$ cat src/rtl/fpm_pkg.sv
// Constants shared by the floating-point mantissa datapaths (adder, multiplier).
package fpm_pkg;
  localparam int MANT_W = 24;
  localparam int SEG_W  = 12;
endpackage

$ cat src/rtl/rca_seg.sv
// One ripple-carry segment: purely combinational SEG-bit add with carry in/out.
module rca_seg #(
  parameter int SEG = 12
) (
  input  logic [SEG-1:0] a,
  input  logic [SEG-1:0] b,
  input  logic           ci,
  output logic [SEG-1:0] s,
  output logic           co
);
  logic [SEG:0] sum;

  assign sum = {1'b0, a} + {1'b0, b} + {{SEG{1'b0}}, ci};
  assign s   = sum[SEG-1:0];
  assign co  = sum[SEG];
endmodule

$ cat src/rtl/pipe_rca_adder.sv
// Segmented add/subtract pipeline: one SEG-bit ripple segment per stage, with skewed
// operand/sum registers and a valid-ready handshake that stalls the whole pipe at once.
module pipe_rca_adder
  import fpm_pkg::*;
#(
  parameter int WIDTH = MANT_W,
  parameter int SEG   = SEG_W
) (
  input  logic             clk,
  input  logic             rst_n,
  input  logic             in_valid,
  output logic             in_ready,
  input  logic [WIDTH-1:0] a,
  input  logic [WIDTH-1:0] b,
  input  logic             cin,
  input  logic             sub,
  output logic             out_valid,
  input  logic             out_ready,
  output logic [WIDTH-1:0] s,
  output logic             cout,
  output logic             ovf
);
  localparam int NSEG = WIDTH / SEG;

  logic             adv;
  logic [WIDTH-1:0] a_pipe [NSEG];
  logic [WIDTH-1:0] b_pipe [NSEG];
  logic [WIDTH-1:0] s_pipe [NSEG];
  logic             c_pipe [NSEG];
  logic             v_pipe [NSEG];

  assign adv      = out_ready || !out_valid;
  assign in_ready = adv;

  // Subtraction is a + ~b + 1, so the inverted operand and forced carry enter stage 0.
  assign a_pipe[0] = a;
  assign b_pipe[0] = sub ? ~b : b;
  assign c_pipe[0] = sub | cin;
  assign s_pipe[0] = '0;
  assign v_pipe[0] = in_valid;

  for (genvar k = 0; k < NSEG; k++) begin : g_stage
    logic [SEG-1:0]   seg_s;
    logic             seg_co;
    logic [WIDTH-1:0] s_d;

    rca_seg #(.SEG(SEG)) u_seg (
      .a  (a_pipe[k][k*SEG +: SEG]),
      .b  (b_pipe[k][k*SEG +: SEG]),
      .ci (c_pipe[k]),
      .s  (seg_s),
      .co (seg_co)
    );

    always_comb begin
      s_d = s_pipe[k];
      s_d[k*SEG +: SEG] = seg_s;
    end

    if (k < NSEG-1) begin : g_mid
      logic             v_q;
      logic             c_q;
      logic [WIDTH-1:0] a_q;
      logic [WIDTH-1:0] b_q;
      logic [WIDTH-1:0] s_q;

      always_ff @(posedge clk or negedge rst_n) begin
        if (!rst_n) begin
          v_q <= 1'b0;
          c_q <= 1'b0;
          a_q <= '0;
          b_q <= '0;
          s_q <= '0;
        end else if (adv) begin
          v_q <= v_pipe[k];
          c_q <= seg_co;
          a_q <= a_pipe[k];
          b_q <= b_pipe[k];
          s_q <= s_d;
        end
      end

      assign v_pipe[k+1] = v_q;
      assign c_pipe[k+1] = c_q;
      assign a_pipe[k+1] = a_q;
      assign b_pipe[k+1] = b_q;
      assign s_pipe[k+1] = s_q;
    end else begin : g_last
      logic             v_q;
      logic             c_q;
      logic             ovf_q;
      logic             ovf_d;
      logic [WIDTH-1:0] s_q;

      // Operand MSBs arrive here through the skew registers alongside the top segment.
      assign ovf_d = (a_pipe[k][WIDTH-1] == b_pipe[k][WIDTH-1]) &&
                     (s_d[WIDTH-1] != a_pipe[k][WIDTH-1]);

      always_ff @(posedge clk or negedge rst_n) begin
        if (!rst_n) begin
          v_q   <= 1'b0;
          c_q   <= 1'b0;
          ovf_q <= 1'b0;
          s_q   <= '0;
        end else if (adv) begin
          v_q   <= v_pipe[k];
          c_q   <= seg_co;
          ovf_q <= ovf_d;
          s_q   <= s_d;
        end
      end

      assign out_valid = v_q;
      assign s         = s_q;
      assign cout      = c_q;
      assign ovf       = ovf_q;
    end
  end
endmodule

$ cat config.mk
export PLATFORM = sky130hd
export DESIGN_NAME = pipe_rca_adder
export DESIGN_NICKNAME = d
export VERILOG_FILES = /design/src/rtl/fpm_pkg.sv /design/src/rtl/rca_seg.sv /design/src/rtl/pipe_rca_adder.sv
export SDC_FILE = /design/constraint.sdc
export NUM_CORES = 1
export LEC_CHECK = 0
export CAP_MARGIN = 10
export CELL_PAD_IN_SITES_DETAIL_PLACEMENT = 1
export CELL_PAD_IN_SITES_GLOBAL_PLACEMENT = 1
export CORE_MARGIN = 2
export CORE_UTILIZATION = 39
export CTS_BUF_LIST = sky130_fd_sc_hd__clkbuf_4 sky130_fd_sc_hd__clkbuf_8
export DETAILED_ROUTE_END_ITERATION = 6
export PLACE_DENSITY = 0.87
export SYNTH_ARGS = -nofsm -noshare
export SYNTH_HDL_FRONTEND = slang
export SYNTH_HIERARCHICAL = 1
export SYNTH_SLANG_ARGS = --single-unit
export TNS_END_PERCENT = 30
$ cat constraint.sdc
create_clock -name clk -period 2.3 [get_ports clk]
set_input_delay 0.23 -clock clk [delete_from_list [all_inputs] [get_ports clk]]
set_output_delay 0.23 -clock clk [all_outputs]
set_load 0.005 [all_outputs]
==> results of run 1 <==
-- metrics by stage --
stage          instance area [µm²]  setup TNS (ns)
2_1_floorplan                 4164          -1.264
3_3_place_gp                  5488          -5.891
3_5_place_dp                  5488          -7.232
4_1_cts                       5808         -0.5468
5_1_grt                       5868          -1.334
6_report                      5868         -0.8435
-- what timing repair did --
item | CTS | global route
endpoints found under the hold margin | 30 | 0
setup endpoints to repair | 14 | 10
pin swaps | 14 | 11
hold buffers | 1 | 0
buffers inserted | 4 | 2
gates resized for setup | 22 | 12
-- how the worst max path moves through the flow --
stage	startpoint	to	slack, ns	cells past startpoint
4_1_cts	g_stage[0].g_mid.c_q	cout	-0.17	7
6_report	g_stage[0].g_mid.a_q[12]	cout	-0.20	7
3_5_place_dp	sub	g_stage[0].g_mid.c_q	-0.69	9
5_1_grt	g_stage[0].g_mid.a_q[12]	s[18]	-0.26	8
2_1_floorplan	sub	g_stage[0].g_mid.c_q	-0.34	10
3_3_place_gp	sub	g_stage[0].g_mid.c_q	-0.65	9
-- flip-flops by register name (all words and copies together) (netlist names) --
register,flops
g_stage.g_mid.a_q,12
out_valid,1
g_stage.g_mid.s_q,12
ovf,1
g_stage.g_mid.v_q,1
g_stage.g_mid.b_q,12
cout,1
s,24
g_stage.g_mid.c_q,1
-- cell type report --
class	count	area (µm²)	share of cell area, %
Sequential cell	65	1627	27.72
Inverter	3	11.26	0.1919
Clock buffer	12	165.2	2.814
Multi-Input combinational cell	251	2491	42.45
Timing Repair Buffer	149	1354	23.07
Tap cell	136	170.2	2.900
Clock inverter	4	50.05	0.8529
-- power by group through the flow --
stage	Combinational, mW	Clock, mW	Sequential, mW
floorplan	1.31	0	1.72
global placement	2.31	0	1.74
detailed placement	2.42	0	1.76
CTS	2.54	1.08	1.76
global route	2.80	1.13	1.80
finish	2.60	1.06	1.75
-- logic make-up after synthesis --
| group | count (synthesis) | share of synthesized area, % |
|---|---|---|
| muxes | 65 | 21.02 |
| DFF | 65 | 39.37 |
| and+or+nand+nor | 62 | 9.297 |
| AOI/OAI and AO/OA | 60 | 10.21 |
| xor gates and xnor gates | 38 | 8.056 |
| adders and majority gates | 26 | 8.601 |
| buffers and inverters | 18 | 3.453 |
-- metal layers --
layer | vias to the layer above | share of wire, % | wire length (µm)
met5 | - | 0 | 0
met4 | 0 | 1.7 | 189
met3 | 19 | 3.7 | 421
met2 | 75 | 53 | 5972
met1 | 1607 | 42 | 4736
li1 | 1508 | - | -
-- layout by cell type, fill, tap and decap left out, drive strengths merged, types with 6 or more instances in the layout --
master,netlist,layout
a21o,12,12
a21oi,14,14
buf,13,68
clkbuf,2,12
clkdlybuf4s50,0,76
dfrtp,65,65
ha,22,22
mux2,63,63
nand2,7,7
nand2b,9,9
nand3,7,7
nor2,9,9
o21ai,6,6
xnor2,10,10
xor2,28,28
==> results.toml, run 1 <==
[sta]
fin_hold_ws_ns = 0.4819
relSlewSlack_pct = 49.76
timing.final.max_slew_violations = 0
timing.final.crit_share_pct = 108.6
timing.final.crit_period_ns = 2.497
timing_hold_violations_final = 0
unrepaired_setup_endpoints_after_global_routing = "yes"
timing.final.ws_setup_ns = -0.1968
setup_violations = 6
achievable-frequency_mhz = 400.5
worst_tran_pin_value_ns = 0.7535
clock_skew_ns = 0.007839

[floorplan]
die_w_um = 106.9
die-area_mm2 = 0.01143
fp.coreArea_mm2 = 0.01032
placementRows = 37
initial_utilization_pct = 40.02
design.portCount = 82
die_height_um = 106.9

[global_route]
maximum_number_of_pins_on_one_net_before_global_route_repair = 36
grt_pass1_wl_um = 18260
grt.met1_usage_pct = 23.15
groute.usage.overall_pct = 20.51
grt_overflow = 0
antenna_violations_before_repair = 0
met2_usage_pct = 38.40
gr-usage-met3_pct = 4.195
grt_busiest_layer = "met2"
number_of_global_route_vias_before_repair = 3719

[drt]
postRouteAntennaNets = 0
first_iter_violations = 88
total_wire_length_um = 11320
detailedRoute.firstPassIterationCount = 4
drt_drc_violations_left = 0
num_vias = 3209
viasPerCell = 5.176
routedWlPerCell_um = 18.26

[setup_path]
r2r_end = "cout"
path_class = "flip-flop to flip-flop"
cp_num_buf_inv = 0
timing.critical_path.required_ns = 2.54
critical_path_arrival_ns = 2.73
reg2reg_slack_ns = -0.20
critical_path.max_stage_delay_ns = 0.44
source_of_the_worst_register_to_register_timing_path = "g_stage[0].g_mid.a_q[12]"
crit_path_max_fanout = 2
critical_path.top_delay_family = "compound AO/OA/AOI/OAI gates"
critical_path.endpoint_type = "flip-flop"
path_cells = "fa_2, fa_2, a211oi_4, o21ai_2, a31o_2, a31o_2, mux2_2"
startpoint_type = "flip-flop"
worst_r2r_path_depth = 7
slowest_stage = "sky130_fd_sc_hd__fa_2"

[pwr]
pwr-share-comb_pct = 48.1
p_leak_nw = 2.676
clockPowerShare_pct = 19.6
swShare_pct = 31.44
intPower_mw = 3.712
power.switching_mw = 1.702
share_seq_of_total_power_pct = 32.3
vdd_ir_drop_max_v = 0.0004448
design_power_total_mw = 5.415
power_per_cell_area_mw_per_mm2 = 922.7

[final_layout]
final_core_util_pct = 56.84
final.fill_count = 1088
drive_gt1_share_pct = 37.40
antenna_cells = 0
finalNonFillerCells = 620
area_growth_syn_to_layout_pct = 42.04
nNetsFinal = 559

[logic_synthesis]
netlist_top_cells_area = "sky130_fd_sc_hd__dfrtp_1 (39%), sky130_fd_sc_hd__mux2_4 (13%), sky130_fd_sc_hd__mux2_2 (7.1%)"
synth.largest_area_cell = "sky130_fd_sc_hd__dfrtp_1"
library_cell_with_the_highest_instance_count_after_synthesis = "sky130_fd_sc_hd__dfrtp_1"
synth.yosys.seq_area_share_pct = 39.37
portion_of_synthesized_cell_area_occupied_by_the_leading_cell_type_pct = 39.37
synth.distinct_cells = 46
syn-instance-count = 334
number_of_flip_flops_and_latches_in_the_synthesized_netlist = 65
synthArstFlopShare_pct = 100.0
mappedNetlistArea_mm2 = 0.004131
synth_fp_nets = 414
synth_area_per_cell_um2 = 12.37
synth_commonest_cells = "sky130_fd_sc_hd__dfrtp_1 (65), sky130_fd_sc_hd__mux2_4 (37), sky130_fd_sc_hd__xor2_1 (28), sky130_fd_sc_hd__mux2_2 (26), sky130_fd_sc_hd__ha_1 (22)"
synth_flop_cell = "sky130_fd_sc_hd__dfrtp_1"
number_of_synthesized_flops_with_an_enable_pin = 0
yosysWarnings = 6

[place]
numPortBuffers = 81
hpwlAfterDp_um = 8352
dpl.cell_count = 597
pre_cts_slack_ns = -0.6917
finalWeightedCongestion = 0.8345

[min_path]
holdCritPathClass = "primary input to async pin"

[clocking]
cts_buffers = 9
cts-root-buf = "sky130_fd_sc_hd__clkbuf_8"
cts.htree.levels = 3
clk_latency_ns = 0.35
clkSlewWorstSetupHoldPaths_ns = 0.08
clockBufferDepth = 2
clock_sink_count = 65
tritoncts = "done"

[flow_run]
max_cap_check_violation_count = 0

[outcome]
failing_checks = "negative setup slack"
run_status = "complete, but fails checks"
Power figures use the tool's default switching activity.
==> run 2, diff against run 1 <==
- ABC_AREA: default -> 1
- CORE_UTILIZATION: 39 -> 35
- PLACE_DENSITY: 0.87 -> 0.86
==> run 2 against run 1 <==
The flow now finishes without violations. Area after synthesis decreased by 0.55%. Wire length decreased by 2.6%. Worst hold slack got worse by 0.062 ns. Final area decreased by 9.1%. Power decreased by 15%. Die area increased by 10%. Clock skew increased by 0.0042 ns. Maximum frequency increased by 14%. Sequential power decreased by 6%. Setup slack improved by 0.31 ns. Critical path type is now primary input to flip-flop. Largest cell class unchanged.
==> results.toml, run 2 <==
[outcome]
run_status = "completed"

[setup_path]
path_cells = "clkdlybuf4s50_1, or2_2, fa_1, fa_1, nand3_1, nand3_2, nand4_1, nand2_1, nand2_1, nand2_1, nand2_1, nand2_1"
slowest_stage = "sky130_fd_sc_hd__fa_1"
crit_path_max_fanout = 3
critical_path.most_common_cell = "sky130_fd_sc_hd__nand2_1"
critical_path.max_stage_delay_ns = 0.42
worst_r2r_path_depth = 10
r2r_end = "s[20]"
timing.critical_path.required_ns = 2.54
critical_path_arrival_ns = 2.43
critical_path.endpoint_type = "flip-flop"
path_class = "primary input to flip-flop"
reg2reg_slack_ns = 0.13
critical_path.top_delay_family = "simple AND/OR/NAND/NOR gates"
cp_num_buf_inv = 1
source_of_the_worst_register_to_register_timing_path = "g_stage[0].g_mid.a_q[12]"
startpoint_type = "primary input"

[clocking]
cts-root-buf = "sky130_fd_sc_hd__clkbuf_8"
tritoncts = "done"
cts_buffers = 9
clk_latency_ns = 0.35
post_cts_buffers = 0
clkSlewWorstSetupHoldPaths_ns = 0.08
clockBufferDepth = 2
clock_sink_count = 65
cts.htree.levels = 3

[floorplan]
die_height_um = 112.4
die-area_mm2 = 0.01262
design.portCount = 82
initial_utilization_pct = 35.99
fp.coreArea_mm2 = 0.01142
placementRows = 39
die_w_um = 112.4

[logic_synthesis]
yosysWarnings = 6
synth_area_per_cell_um2 = 7.623
synth_flop_cell = "sky130_fd_sc_hd__dfrtp_1"
synth_fp_nets = 619
synth.distinct_cells = 22
synth.yosys.seq_area_share_pct = 39.59
library_cell_with_the_highest_instance_count_after_synthesis = "sky130_fd_sc_hd__nand2_1"
syn-instance-count = 539
number_of_synthesized_flops_with_an_enable_pin = 0
synth_commonest_cells = "sky130_fd_sc_hd__nand2_1 (240), sky130_fd_sc_hd__dfrtp_1 (65), sky130_fd_sc_hd__inv_1 (57), sky130_fd_sc_hd__xor2_1 (36), sky130_fd_sc_hd__o21ai_0 (26)"
portion_of_synthesized_cell_area_occupied_by_the_leading_cell_type_pct = 39.59
netlist_top_cells_area = "sky130_fd_sc_hd__dfrtp_1 (40%), sky130_fd_sc_hd__nand2_1 (22%), sky130_fd_sc_hd__xor2_1 (7.7%)"
synth.largest_area_cell = "sky130_fd_sc_hd__dfrtp_1"
synthArstFlopShare_pct = 100.0
number_of_flip_flops_and_latches_in_the_synthesized_netlist = 65
mappedNetlistArea_mm2 = 0.004109

[place]
pre_cts_slack_ns = -0.3881
numPortBuffers = 81
hpwlAfterDp_um = 8480
dpl_cell_area_mm2 = 0.005086
finalWeightedCongestion = 0.8609

[pwr]
power_per_cell_area_mw_per_mm2 = 859.1
p_leak_nw = 2.804
vdd_ir_drop_max_v = 0.0004040

[drt]
first_iter_violations = 254
drt_drc_violations_left = 0
total_wire_length_um = 11020
postRouteAntennaNets = 0
routedWlPerCell_um = 14.09
detailedRoute.firstPassIterationCount = 4
num_vias = 3731
viasPerCell = 4.771

[final_layout]
antenna_cells = 0
drive_gt1_share_pct = 9.233
top_library_cells_by_usage_in_the_layout_fill_and_taps_aside = "sky130_fd_sc_hd__nand2_1 (240), sky130_fd_sc_hd__clkdlybuf4s50_1 (79), sky130_fd_sc_hd__dfrtp_1 (65), sky130_fd_sc_hd__inv_1 (57), sky130_fd_sc_hd__xor2_1 (36)"
largest_register_ff_count = 24
final_core_util_pct = 46.69
final.fill_count = 1439
nNetsFinal = 714
stdcell_area_mm2 = 0.005331
area_growth_syn_to_layout_pct = 29.75
mostFrequentLayoutCell = "sky130_fd_sc_hd__nand2_1"

[sta]
setup_violations = 0
achievable-frequency_mhz = 457.2
clock_skew_ns = 0.01199
timing.final.max_slew_violations = 0
relSlewSlack_pct = 55.27
worst_tran_pin_value_ns = 0.6709
timing.final.crit_period_ns = 2.187
timing.final.crit_share_pct = 95.10
setup_tns_ns = 0
timing_hold_violations_final = 0
timing.final.ws_setup_ns = 0.1128

[min_path]
holdCritStartpoint = "a[17]"
holdCritPathClass = "primary input to flip-flop"
hold-path-endpoint = "g_stage[0].g_mid.a_q[17]"
worst_hold_path.num_cells = 3

[global_route]
grt_pass1_wl_um = 19400
grt_busiest_layer = "met2"
grt_overflow = 0
met2_usage_pct = 34.66
grt.met1_usage_pct = 21.92
number_of_global_route_vias_before_repair = 4244
antenna_violations_before_repair = 0
groute.usage.overall_pct = 18.86
gr-usage-met3_pct = 3.186
maximum_number_of_pins_on_one_net_before_global_route_repair = 65

[flow_run]
max_cap_check_violation_count = 0
-- run 2: cell types whose count changed after synthesis, sizes merged, moves of 10 or more --
cell	change
nand2	+242
mux2	-63
inv	+55
o21ai	+20
nand3	+16
a21o	-12
xnor2	-10
-- run 2: what timing repair did --
| item | in CTS | in global routing |
|---|---|---|
| resized for setup | 1 | 1 |
| pin swaps | 0 | 0 |
| hold buffers | 1 | 0 |
| hold endpoints to repair | 26 | 0 |
| setup endpoints to repair | 2 | 2 |
| cloned | 0 | 0 |
-- run 2: worst max path at each step --
stage | startpoint | to | slack (ns) | depth (start not counted)
4_1_cts | g_stage[0].g_mid.a_q[12] | cout | 0.06 | 10
2_1_floorplan | sub | g_stage[0].g_mid.s_q[6] | 0.002 | 12
6_report | cin | g_stage[0].g_mid.c_q | 0.11 | 12
3_5_place_dp | sub | g_stage[0].g_mid.s_q[8] | -0.39 | 12
5_1_grt | g_stage[0].g_mid.a_q[12] | s[20] | -0.005 | 10
3_3_place_gp | sub | g_stage[0].g_mid.s_q[8] | -0.31 | 12
-- run 2: worst reg2reg max path, stage by stage, from the launching register on --
cell and delay (ns):
sky130_fd_sc_hd__dfrtp_1 0.43, sky130_fd_sc_hd__fa_2 0.44, sky130_fd_sc_hd__fa_1 0.45, sky130_fd_sc_hd__nand3_1 0.13
sky130_fd_sc_hd__nand3_2 0.12, sky130_fd_sc_hd__nand4_1 0.14, sky130_fd_sc_hd__nand2_1 0.11, sky130_fd_sc_hd__nand2_1 0.09
sky130_fd_sc_hd__nand2_1 0.05, sky130_fd_sc_hd__nand2_1 0.06, sky130_fd_sc_hd__nand2_1 0.05
-- run 2: per-stage QoR --
step | hold slack [ns] | total power, mW | instances
5_1_grt | 0.4231 | 4.948 | 782
3_5_place_dp | 0.2932 | 3.477 | 765
6_report | 0.4202 | 4.580 | 782
3_3_place_gp | 0.2661 | 3.383 | 765
4_1_cts | 0.4096 | 4.643 | 782
2_1_floorplan | -0.06559 | 2.642 | 539
-- run 2: cell type report --
cell class | count | area (µm²) | share of cell area [%]
tap | 143 | 178.9 | 3.356
sequential | 65 | 1627 | 30.51
inverter | 58 | 217.7 | 4.084
timing repair buffer | 101 | 969.7 | 18.19
multi-input combinational | 399 | 2105 | 39.47
clock inverter | 4 | 75.07 | 1.408
clock buffer | 12 | 158.9 | 2.981
-- run 2: kinds of logic (layout without fill, tap and decap cells) --
logic type	after synthesis	count (layout)	synth area share, %
buf+inv	75	175	9.379
flops	65	65	39.59
fa+ha+maj	26	26	8.648
simple gates	301	301	30.15
xor+xnor	36	36	7.674
compound gates	36	36	4.568
-- run 2: report_power, final --
part           switching, mW  internal (mW)
logic                  0.943          0.866
registers              0.185           1.46
clock network          0.444          0.682
total                   1.57           3.01
-- run 2: routing by layer --
layer / routed length, µm / up-vias
met5: 0 / -
met4: 241 / 0
met3: 333 / 20
met2: 5763 / 66
met1: 4683 / 1798
li1: - / 1847
==> run 3, diff against run 2 <==
- CORE_ASPECT_RATIO: default -> 1.75
==> run 3 against run 2 <==
Setup slack better by 0.061 ns. Critical endpoint is now cout. Via count up 1.1%. The flow now finishes with violations (design-rule violations). Combinational power about the same. Maximum frequency up 2.9%.
==> results.toml, run 3 (synthesized netlist as in run 2, its figures left out) <==
[outcome]
run_status = "complete, but fails checks"
failing_checks = "design-rule violations"

[place]
finalWeightedCongestion = 0.9092
dpl_cell_area_mm2 = 0.005076
hpwlAfterDp_um = 8859
dpl.cell_count = 757
numPortBuffers = 81
pre_cts_slack_ns = -0.3875

[floorplan]
placementRows = 52
die_w_um = 85.91
die_height_um = 147.3
fp.coreArea_mm2 = 0.01152
design.portCount = 82
initial_utilization_pct = 35.68
die-area_mm2 = 0.01266

[sta]
timing.final.max_slew_violations = 0
setup_tns_ns = 0
unrepaired_setup_endpoints_after_global_routing = "no"
timing_hold_violations_final = 0
timing.final.ws_setup_ns = 0.1739
relSlewSlack_pct = 74.15
setup_violations = 0
clock_skew_ns = 0.01041
timing.final.crit_share_pct = 92.44
worst_tran_pin_value_ns = 0.3877
timing.final.crit_period_ns = 2.126
achievable-frequency_mhz = 470.4
fin_hold_ws_ns = 0.4271

[setup_path]
worst_setup_path_startpoint = "g_stage[0].g_mid.a_q[12]"
crit_path_max_fanout = 3
path_class = "flip-flop to flip-flop"
critical_path_arrival_ns = 2.36
source_of_the_worst_register_to_register_timing_path = "g_stage[0].g_mid.a_q[12]"
startpoint_type = "flip-flop"
timing.critical_path.required_ns = 2.53
critical_path.endpoint_type = "flip-flop"

[pwr]
power_per_cell_area_mw_per_mm2 = 861.7
p_leak_nw = 2.825
vdd_ir_drop_max_v = 0.0002547
design_power_total_mw = 4.598

[final_layout]
drive_gt1_share_pct = 9.091
area_growth_syn_to_layout_pct = 29.87
finalNonFillerCells = 773
largest_register_ff_count = 24
nNetsFinal = 714
stdcell_area_mm2 = 0.005336
final_core_util_pct = 46.34
top_library_cells_by_usage_in_the_layout_fill_and_taps_aside = "sky130_fd_sc_hd__nand2_1 (240), sky130_fd_sc_hd__clkdlybuf4s50_1 (79), sky130_fd_sc_hd__dfrtp_1 (65), sky130_fd_sc_hd__inv_1 (57), sky130_fd_sc_hd__xor2_1 (36)"
final.fill_count = 1411
mostFrequentLayoutCell = "sky130_fd_sc_hd__nand2_1"
antenna_cells = 0

[clocking]
clkSlewWorstSetupHoldPaths_ns = 0.07
clk_latency_ns = 0.35
cts.htree.levels = 3
cts-root-buf = "sky130_fd_sc_hd__clkbuf_8"
clock_sink_count = 65
cts_buffers = 9
tritoncts = "done"
clockBufferDepth = 2

[drt]
viasPerCell = 4.878
first_iter_violations = 118
routedWlPerCell_um = 14.63
total_wire_length_um = 11310
postRouteAntennaNets = 0
num_vias = 3771
drt_drc_violations_left = 2
detailedRoute.firstPassIterationCount = 6

[global_route]
groute.usage.overall_pct = 19.30
maximum_number_of_pins_on_one_net_before_global_route_repair = 66
grt_overflow = 0
grt_pass1_wl_um = 19130
antenna_violations_before_repair = 0
number_of_global_route_vias_before_repair = 4134

[min_path]
holdCritPathClass = "primary input to async pin"

[flow_run]
max_cap_check_violation_count = 0
[run 3: path summary, 6_finish.rpt]
kind | endpoint | slack (ns) | cells past startpoint
max in group asynchronous | s[19] | 1.58 | 3
max reg2reg | cout | 0.17 | 10
min reg2reg | out_valid | 0.46 | 2
min in group clk | g_stage[0].g_mid.a_q[19] | 0.43 | 3
max | cout | 0.17 | 10
min | g_stage[0].g_mid.a_q[20] | 0.43 | 3
[run 3: layer usage]
layer,routed length (µm),GRT usage (%)
met3,262,2.303
met2,6811,38.37
met1,3973,18.54
met5,0,0
met4,261,9.683
[run 3: what timing repair did]
action,4_1_cts,5_1_grt
endpoints found under the setup margin,1,8
endpoints found under the hold margin,65,0
hold buffers,1,0
resized for setup,1,5
setup buffers,0,0
[run 3: power by group]
part           total [mW]  leakage, nW  switching, mW  internal [mW]
Combinational        1.84         1.92          0.963          0.877
Clock                1.12        0.119          0.417          0.706
Sequential           1.64        0.786          0.175           1.46
Total                4.60         2.83           1.56           3.04
[run 3: cell type report]
type | instances | area (µm²) | share of cell area, %
sequential | 65 | 1627 | 30.48
clock buffer | 13 | 172.7 | 3.236
timing repair buffer | 101 | 985.9 | 18.48
multi-input combinational | 399 | 2105 | 39.44
inverter | 58 | 217.7 | 4.080
tap | 135 | 168.9 | 3.165
clock inverter | 2 | 60.06 | 1.125
[run 3: critical path, cell delays in order, from the launching register on]
cell                      delay, ns
sky130_fd_sc_hd__dfrtp_1       0.40
sky130_fd_sc_hd__fa_1          0.50
sky130_fd_sc_hd__fa_1          0.43
sky130_fd_sc_hd__nand3_1       0.13
sky130_fd_sc_hd__nand3_2       0.10
sky130_fd_sc_hd__nand4_1       0.11
sky130_fd_sc_hd__nand2_1       0.09
sky130_fd_sc_hd__nand2_1       0.08
sky130_fd_sc_hd__nand2_1       0.06
sky130_fd_sc_hd__nand2_1       0.07
sky130_fd_sc_hd__nand2_1       0.05
